[config.mk]
export PLATFORM = sky130hd
export DESIGN_NAME = recombinador
export DESIGN_NICKNAME = d
export VERILOG_FILES = /design/src/rtl/recombinador_pkg.sv /design/src/rtl/fifo_recombinador.sv /design/src/rtl/recombinador.sv
export SDC_FILE = /design/constraint.sdc
export NUM_CORES = 1
export LEC_CHECK = 0
export CAP_MARGIN = 20
export CORE_UTILIZATION = 50
export DETAILED_ROUTE_END_ITERATION = 8
export PLACE_DENSITY = 0.76
export RECOVER_POWER = 25
export SYNTH_ARGS = -nofsm -noshare
export SYNTH_HDL_FRONTEND = slang
export SYNTH_SLANG_ARGS = --single-unit
[constraint.sdc]
create_clock -name clk -period 3.4 [get_ports clk]
set_clock_uncertainty 0.1 [all_clocks]
set_input_delay 0.85 -clock clk [delete_from_list [all_inputs] [get_ports clk]]
set_output_delay 0.85 -clock clk [all_outputs]
set_load 0.1 [all_outputs]
[src/rtl/recombinador_pkg.sv]
// Shared constants, lane arbitration type and helper for the recombinador.
// Default DEPTH/PAUSE_TH macros are shared with the recirculator and its bench.
`ifndef RECOMB_DEFS_SV
`define RECOMB_DEFS_SV
`define RECOMB_DEPTH    4
`define RECOMB_PAUSE_TH 3
`endif

package recombinador_pkg;

    localparam int NUM_LANES    = 4;
    localparam int DATA_W       = 8;
    localparam int DEF_DEPTH    = `RECOMB_DEPTH;
    localparam int DEF_PAUSE_TH = `RECOMB_PAUSE_TH;

    typedef enum logic [1:0] {
        SRC_NONE,
        SRC_REC,
        SRC_FIFO,
        SRC_BYPASS
    } lane_src_e;

    // Recirculated words always win; queued fresh words beat new ones.
    function automatic lane_src_e arbitrate(input logic rec,
                                            input logic queued,
                                            input logic fresh);
        if (rec)         return SRC_REC;
        else if (queued) return SRC_FIFO;
        else if (fresh)  return SRC_BYPASS;
        else             return SRC_NONE;
    endfunction

endpackage

[src/rtl/fifo_recombinador.sv]
// Per-lane FIFO holding fresh words that lost arbitration.
// A push while full is accepted only if a pop frees a slot on the same edge.
module fifo_recombinador
    import recombinador_pkg::*;
#(
    parameter int DEPTH = DEF_DEPTH,
    localparam int CNT_W = $clog2(DEPTH + 1),
    localparam int PTR_W = $clog2(DEPTH)
) (
    input  logic              clk,
    input  logic              reset,
    input  logic              push,
    input  logic              pop,
    input  logic [DATA_W-1:0] din,
    output logic [DATA_W-1:0] head,
    output logic [CNT_W-1:0]  count,
    output logic              full,
    output logic              empty
);

    logic [DATA_W-1:0] mem_q [DEPTH];
    logic [DATA_W-1:0] mem_d [DEPTH];
    logic [PTR_W-1:0]  wr_ptr_q, wr_ptr_d;
    logic [PTR_W-1:0]  rd_ptr_q, rd_ptr_d;
    logic [CNT_W-1:0]  count_q, count_d;
    logic              do_push, do_pop;

    function automatic logic [PTR_W-1:0] wrap_inc(input logic [PTR_W-1:0] p);
        return (p == PTR_W'(DEPTH - 1)) ? '0 : p + PTR_W'(1);
    endfunction

    assign full  = (count_q == CNT_W'(DEPTH));
    assign empty = (count_q == '0);
    assign count = count_q;
    assign head  = mem_q[rd_ptr_q];

    always_comb begin
        do_pop   = pop && !empty;
        do_push  = push && (!full || do_pop);
        mem_d    = mem_q;
        wr_ptr_d = wr_ptr_q;
        rd_ptr_d = rd_ptr_q;
        count_d  = count_q;
        if (do_push) begin
            mem_d[wr_ptr_q] = din;
            wr_ptr_d        = wrap_inc(wr_ptr_q);
        end
        if (do_pop) begin
            rd_ptr_d = wrap_inc(rd_ptr_q);
        end
        unique case ({do_push, do_pop})
            2'b10:   count_d = count_q + CNT_W'(1);
            2'b01:   count_d = count_q - CNT_W'(1);
            default: count_d = count_q;
        endcase
    end

    always_ff @(posedge clk) begin
        if (reset) begin
            mem_q    <= '{default: '0};
            wr_ptr_q <= '0;
            rd_ptr_q <= '0;
            count_q  <= '0;
        end else begin
            mem_q    <= mem_d;
            wr_ptr_q <= wr_ptr_d;
            rd_ptr_q <= rd_ptr_d;
            count_q  <= count_d;
        end
    end

endmodule

[src/rtl/recombinador.sv]
// Merges recirculated and fresh words into one registered stream per lane,
// queueing fresh words that lose arbitration and throttling the source.
module recombinador
    import recombinador_pkg::*;
#(
    parameter int DEPTH    = DEF_DEPTH,
    parameter int PAUSE_TH = DEF_PAUSE_TH
) (
    input  logic              clk,
    input  logic              reset,
    input  logic              valid_rec0,
    input  logic              valid_rec1,
    input  logic              valid_rec2,
    input  logic              valid_rec3,
    input  logic [DATA_W-1:0] data_rec0,
    input  logic [DATA_W-1:0] data_rec1,
    input  logic [DATA_W-1:0] data_rec2,
    input  logic [DATA_W-1:0] data_rec3,
    input  logic              valid0,
    input  logic              valid1,
    input  logic              valid2,
    input  logic              valid3,
    input  logic [DATA_W-1:0] data_in0,
    input  logic [DATA_W-1:0] data_in1,
    input  logic [DATA_W-1:0] data_in2,
    input  logic [DATA_W-1:0] data_in3,
    output logic              valid_out0,
    output logic              valid_out1,
    output logic              valid_out2,
    output logic              valid_out3,
    output logic [DATA_W-1:0] data_out0,
    output logic [DATA_W-1:0] data_out1,
    output logic [DATA_W-1:0] data_out2,
    output logic [DATA_W-1:0] data_out3,
    output logic              pause,
    output logic [NUM_LANES-1:0] overflow
);

    localparam int CNT_W = $clog2(DEPTH + 1);

    logic [NUM_LANES-1:0] vrec, vin, push, pop, full, empty;
    logic [DATA_W-1:0]    drec [NUM_LANES];
    logic [DATA_W-1:0]    din  [NUM_LANES];
    logic [DATA_W-1:0]    head [NUM_LANES];
    logic [CNT_W-1:0]     cnt  [NUM_LANES];

    logic [NUM_LANES-1:0] valid_out_q, valid_out_d;
    logic [DATA_W-1:0]    data_out_q [NUM_LANES];
    logic [DATA_W-1:0]    data_out_d [NUM_LANES];
    logic [NUM_LANES-1:0] overflow_q, overflow_d;
    lane_src_e            src [NUM_LANES];

    assign vrec = {valid_rec3, valid_rec2, valid_rec1, valid_rec0};
    assign vin  = {valid3, valid2, valid1, valid0};
    assign drec[0] = data_rec0;
    assign drec[1] = data_rec1;
    assign drec[2] = data_rec2;
    assign drec[3] = data_rec3;
    assign din[0]  = data_in0;
    assign din[1]  = data_in1;
    assign din[2]  = data_in2;
    assign din[3]  = data_in3;

    for (genvar g = 0; g < NUM_LANES; g++) begin : g_lane
        fifo_recombinador #(.DEPTH(DEPTH)) u_fifo (
            .clk   (clk),
            .reset (reset),
            .push  (push[g]),
            .pop   (pop[g]),
            .din   (din[g]),
            .head  (head[g]),
            .count (cnt[g]),
            .full  (full[g]),
            .empty (empty[g])
        );
    end

    always_comb begin
        valid_out_d = '0;
        push        = '0;
        pop         = '0;
        overflow_d  = overflow_q;
        for (int i = 0; i < NUM_LANES; i++) begin
            data_out_d[i] = '0;
            src[i] = arbitrate(vrec[i], !empty[i], vin[i]);
            unique case (src[i])
                SRC_REC: begin
                    valid_out_d[i] = 1'b1;
                    data_out_d[i]  = drec[i];
                    push[i]        = vin[i] && !full[i];
                    if (vin[i] && full[i]) overflow_d[i] = 1'b1;
                end
                SRC_FIFO: begin
                    valid_out_d[i] = 1'b1;
                    data_out_d[i]  = head[i];
                    pop[i]         = 1'b1;
                    push[i]        = vin[i];
                end
                SRC_BYPASS: begin
                    valid_out_d[i] = 1'b1;
                    data_out_d[i]  = din[i];
                end
                default: ;
            endcase
        end
    end

    always_comb begin
        pause = 1'b0;
        for (int i = 0; i < NUM_LANES; i++) begin
            if (cnt[i] >= CNT_W'(PAUSE_TH)) pause = 1'b1;
        end
    end

    always_ff @(posedge clk) begin
        if (reset) begin
            valid_out_q <= '0;
            data_out_q  <= '{default: '0};
            overflow_q  <= '0;
        end else begin
            valid_out_q <= valid_out_d;
            data_out_q  <= data_out_d;
            overflow_q  <= overflow_d;
        end
    end

    assign valid_out0 = valid_out_q[0];
    assign valid_out1 = valid_out_q[1];
    assign valid_out2 = valid_out_q[2];
    assign valid_out3 = valid_out_q[3];
    assign data_out0  = data_out_q[0];
    assign data_out1  = data_out_q[1];
    assign data_out2  = data_out_q[2];
    assign data_out3  = data_out_q[3];
    assign overflow   = overflow_q;

endmodule

==> run summary <==
STA classifies the critical path startpoint as a primary input. Grouping stages by cell kind, the critical path spends the most delay in simple AND/OR/NAND/NOR gates. The root buffer cell chosen for the clock tree is sky130_fd_sc_hd__clkbuf_16. The sequential cell fraction of total power is 0.442. The number of global-route vias before repair was 6982. The sum of overflow across all layers after global routing came out at 0. The number of endpoints failing setup at the final stage came out at 0. The post-layout net count came out at 1166. The number of buffers inserted by hold repair at cts is 0. The internal power came out at 3.86 mW. The power density over the cells came out at 476 nW/um^2. The hold violation count in the final report is 0. In this run the static leakage power is 4.99 nW. The layout overhead on the synthesized area came out at 20.9%. sky130_fd_sc_hd__dfxtp_1 is the most common cell in the netlist. The total number of vias is ~7000. The number of fillers in the final layout came out at around 1600.

CTS built an H-tree with a depth of 4. The deepest clock path buffer count came out at 2. The area taken by flip-flops and latches is 3920 sq um. The share of the clock period used by the worst path came out at 0.968. The worst-case setup margin in the final layout is 108 ps.

The aggregate negative setup slack came out at 0 ps. The post-CTS clock slew at the launch and capture registers of the worst setup and hold paths is 70 ps. The multi-input gate area in the final layout is 5220 sq um. The count of buffers added on input and output ports is 114.

The remaining design rule violation count came out at 0. Traced cell by cell, the critical path runs through clkdlybuf4s50_1 -> a21o_1 -> inv_2 -> ha_2 -> or4b_4 -> nand3_1 -> ha_2 -> inv_1 -> fa_1 -> xor2_1 -> or3_1 -> a21oi_2. The worst-margin pin slew is 1170 ps.

In the synthesized netlist, the number of instances is 903. The area of the core is 18800 sq um. The placed wire-length estimate is 14.1 mm.

Max-cap violations in this run came to 0. The via density per instance is 5.46. The floorplan row count is 50. The largest net degree at the start of global routing came out at 63. The post-synth net total came out at 1025. The share of total power dissipated in combinational logic is 0.197. The number of antenna violations at the first check in global routing is 0. Of the total power, the clock network draws 0.360. The flow ran to the end, and the final reports show no timing, DRC or antenna violations. The number of optimization iterations in the first detailed-route pass came out at 6. TritonCTS built the clock tree. Across every metal layer, demand over resource in global routing totals 0.214. The distinct cell type count after synthesis is 34. The final estimated routing congestion in global placement came out at 0.787. The path class of the lowest-slack min-delay path is flip-flop to flip-flop. On the worst path, the slowest cell contributes a delay of 510 ps. The full die area came out at 19800 sq um.

Prior to clock tree synthesis, the placed netlist has a worst setup slack of -371 ps. Dividing the detail-routed wire length by the instance count gives 15.8 um. The count of pins over their slew limit is 0.

The number of buffers and inverters on the critical path is 3. STA puts the critical path data arrival time at around 3600 ps. The number of warnings printed during yosys synthesis came out at 0. After synthesis, the most frequently instantiated cells are 196 x sky130_fd_sc_hd__dfxtp_1, 164 x sky130_fd_sc_hd__nand2b_1, 132 x sky130_fd_sc_hd__mux2i_1.

The proportion of register bits with asynchronous set or reset after synthesis is 0. The CTS buffer count is 17. The number of nets still failing antenna checks after routing came out at 0.

Setup repair after global routing left no endpoint under its margin. The largest driver fanout on the critical path is 3. The share of layout cells above drive strength 1 is 0.170.

In this design, the critical path's most frequently occurring cell is sky130_fd_sc_hd__ha_2. The predominant post-synthesis flop cell is sky130_fd_sc_hd__dfxtp_1. Summed over all layers, the routed wires come to between 20 and 25 mm. The I/O pin count is between 100 and 150. The DRC marker count from the first detailed-route iteration came out at 416.

The horizontal die dimension came out at 141 um. Of the synthesized area, sequential elements account for 0.408. The power spent charging and discharging nets is 1.67 mW. Based on the critical path, the design can be clocked at up to about 0.30 GHz. A synthesized cell averages between 10 and 15 sq um.

The clock sink total is 196. The synthesized design contains between 150 and 200 register bits. The required time reported for the critical path endpoint came out at between 3000 and 4000 ps. The first global-routing pass estimated 34.1 mm of wire. The clock insertion delay at the later pin of the skew report is 430 ps. The initial utilization of the core area, before any placement, comes to 0.513. The largest total area in the synthesized netlist belongs to sky130_fd_sc_hd__dfxtp_1. The slowest stage cell on the critical path is sky130_fd_sc_hd__clkdlybuf4s50_1. From bottom edge to top edge, the die measures roughly 140 um. The number of diodes added for antenna fixing is 0. The number of enable-type register cells in the synthesized netlist came out at 0. The worst slew margin relative to its limit is 0.222.

The critical path is of the primary input to flip-flop type. The mapped cell area is a little under 10000 sq um. The maximum resistive drop on vdd came out at 0.330 mV.

The kind of end point of the critical path is a flip-flop. The post-layout minimum cycle time is 3290 ps. By area the synthesized netlist is led by sky130_fd_sc_hd__dfxtp_1 41%, sky130_fd_sc_hd__mux2i_1 14%, sky130_fd_sc_hd__nand2b_1 11%. The portion of synthesized cell area occupied by the leading cell type is 0.408. The fraction of power spent switching nets is 0.302.
==> stage by stage <==
| stage | hold WS (ps) | power [mW] | util | cell area [sq um] | cells |
|---|---|---|---|---|---|
| detailed placement | 363 | 3.62 | 0.597 | 11200 | 1258 |
| CTS | 374 | 5.62 | 0.628 | 11800 | 1289 |
| global route | 389 | 5.77 | 0.620 | 11600 | 1290 |
| global placement | 355 | 3.61 | 0.597 | 11200 | 1258 |
| floorplan | 346 | 3.26 | - | 9660 | 903 |
| finish | 371 | 5.54 | 0.620 | 11600 | 1290 |
==> state kept, by name (all words and copies together), names as in the netlist <==
name	count
data_out2	8
g_lane.u_fifo.rd_ptr_q	8
overflow	4
data_out0	8
g_lane.u_fifo.count	12
data_out1	8
valid_out_q	4
data_out3	8
g_lane.u_fifo.mem_q	128
g_lane.u_fifo.wr_ptr_q	8
==> final cells by class <==
| cell class | count | area share |
|---|---|---|
| inverters | 36 | 0.0116 |
| well taps | 234 | 0.0252 |
| repair buffers | 192 | 0.128 |
| clock inverters | 14 | 0.0124 |
| flip-flops and latches | 196 | 0.337 |
| clock buffers | 17 | 0.0366 |
| multi-input cells | 601 | 0.449 |
==> what timing repair did <==
item	in CTS	in global routing
endpoints found under the setup margin	0	3
buffers inserted	0	1
resized for setup	0	6
==> power by group through the flow <==
| stage | combinational (mW) | sequential, mW | clock [mW] |
|---|---|---|---|
| 2_1_floorplan | 0.545 | 2.72 | 0 |
| 3_3_place_gp | 1.11 | 2.50 | 0 |
| 3_5_place_dp | 1.12 | 2.50 | 0 |
| 4_1_cts | 1.13 | 2.45 | 2.04 |
| 5_1_grt | 1.18 | 2.46 | 2.13 |
| 6_report | 1.09 | 2.45 | 2.00 |
==> cell usage in the layout (no fill, tap or decap), types with 3 or more instances in the layout <==
cell / Yosys / final
sky130_fd_sc_hd__nor2_1: 68 / 68
sky130_fd_sc_hd__o31ai_1: 12 / 12
sky130_fd_sc_hd__o21ai_0: 4 / 4
sky130_fd_sc_hd__nand4_2: 12 / 12
sky130_fd_sc_hd__inv_6: 0 / 4
sky130_fd_sc_hd__dfxtp_1: 196 / 196
sky130_fd_sc_hd__nand2_1: 4 / 4
sky130_fd_sc_hd__a222oi_1: 32 / 32
sky130_fd_sc_hd__nand2b_1: 164 / 164
sky130_fd_sc_hd__a21oi_1: 20 / 19
sky130_fd_sc_hd__nand4_1: 9 / 9
sky130_fd_sc_hd__inv_1: 36 / 34
sky130_fd_sc_hd__a21o_1: 8 / 8
sky130_fd_sc_hd__xor2_1: 8 / 8
sky130_fd_sc_hd__and4_4: 4 / 4
sky130_fd_sc_hd__fa_1: 4 / 4
sky130_fd_sc_hd__clkbuf_4: 0 / 5
sky130_fd_sc_hd__a41oi_1: 4 / 4
sky130_fd_sc_hd__mux4_2: 32 / 32
sky130_fd_sc_hd__dlymetal6s2s_1: 0 / 4
sky130_fd_sc_hd__clkbuf_16: 0 / 17
sky130_fd_sc_hd__clkdlybuf4s50_1: 0 / 67
sky130_fd_sc_hd__or4b_4: 4 / 4
sky130_fd_sc_hd__inv_8: 0 / 4
sky130_fd_sc_hd__or3_1: 8 / 8
sky130_fd_sc_hd__ha_1: 44 / 37
sky130_fd_sc_hd__ha_2: 0 / 7
sky130_fd_sc_hd__nor3_1: 4 / 4
sky130_fd_sc_hd__or2_2: 8 / 8
sky130_fd_sc_hd__nand3_1: 5 / 5
sky130_fd_sc_hd__mux2i_1: 132 / 132
sky130_fd_sc_hd__nor2b_1: 3 / 3
sky130_fd_sc_hd__buf_4: 0 / 70
sky130_fd_sc_hd__nor4b_1: 4 / 4
sky130_fd_sc_hd__clkbuf_1: 40 / 43
==> worst paths after layout <==
kind | from | to | slack, ps | cells after the start
max reg2reg | g_lane[3].u_fifo.count[1] | g_lane[3].u_fifo.count[2] | 260 | 12
min reg2reg | g_lane[3].u_fifo.mem_q[7] | g_lane[3].u_fifo.mem_q[7] | 370 | 2
max | valid0 | g_lane[0].u_fifo.count[2] | 110 | 12
min | g_lane[3].u_fifo.mem_q[7] | g_lane[3].u_fifo.mem_q[7] | 370 | 2
==> per-layer routing <==
layer / track usage / up-vias / wire [um]
met1: 0.277 / 3429 / 9540
met2: 0.370 / 131 / 10000
met5: 0 / - / 0
met4: 0.0515 / 0 / 98
li1: - / 3474 / -
met3: 0.0397 / 7 / 705
==> worst reg2reg max path, stage by stage (launching register included) <==
cell and delay, ps:
sky130_fd_sc_hd__dfxtp_1 390, sky130_fd_sc_hd__nor3_1 280, sky130_fd_sc_hd__a21o_1 180, sky130_fd_sc_hd__inv_1 60, sky130_fd_sc_hd__ha_1 260, sky130_fd_sc_hd__or4b_4 500, sky130_fd_sc_hd__nand3_1 100, sky130_fd_sc_hd__ha_2 170
sky130_fd_sc_hd__inv_1 50, sky130_fd_sc_hd__fa_1 370, sky130_fd_sc_hd__xor2_1 160, sky130_fd_sc_hd__or3_1 310, sky130_fd_sc_hd__a21oi_1 140
==> cell families (layout without fill, tap and decap cells) <==
| logic type | count (synthesis) | after routing | share of synthesized area |
|---|---|---|---|
| AOI/OAI and AO/OA | 82 | 82 | 0.0666 |
| and+or+nand+nor | 299 | 299 | 0.189 |
| buffers and inverters | 106 | 259 | 0.0518 |
| adders and majority gates | 48 | 48 | 0.0655 |
| muxes | 164 | 164 | 0.212 |
| xor gates and xnor gates | 8 | 8 | 0.00728 |
| DFF | 196 | 196 | 0.408 |
Note: power is estimated with default switching activity, not from simulation.
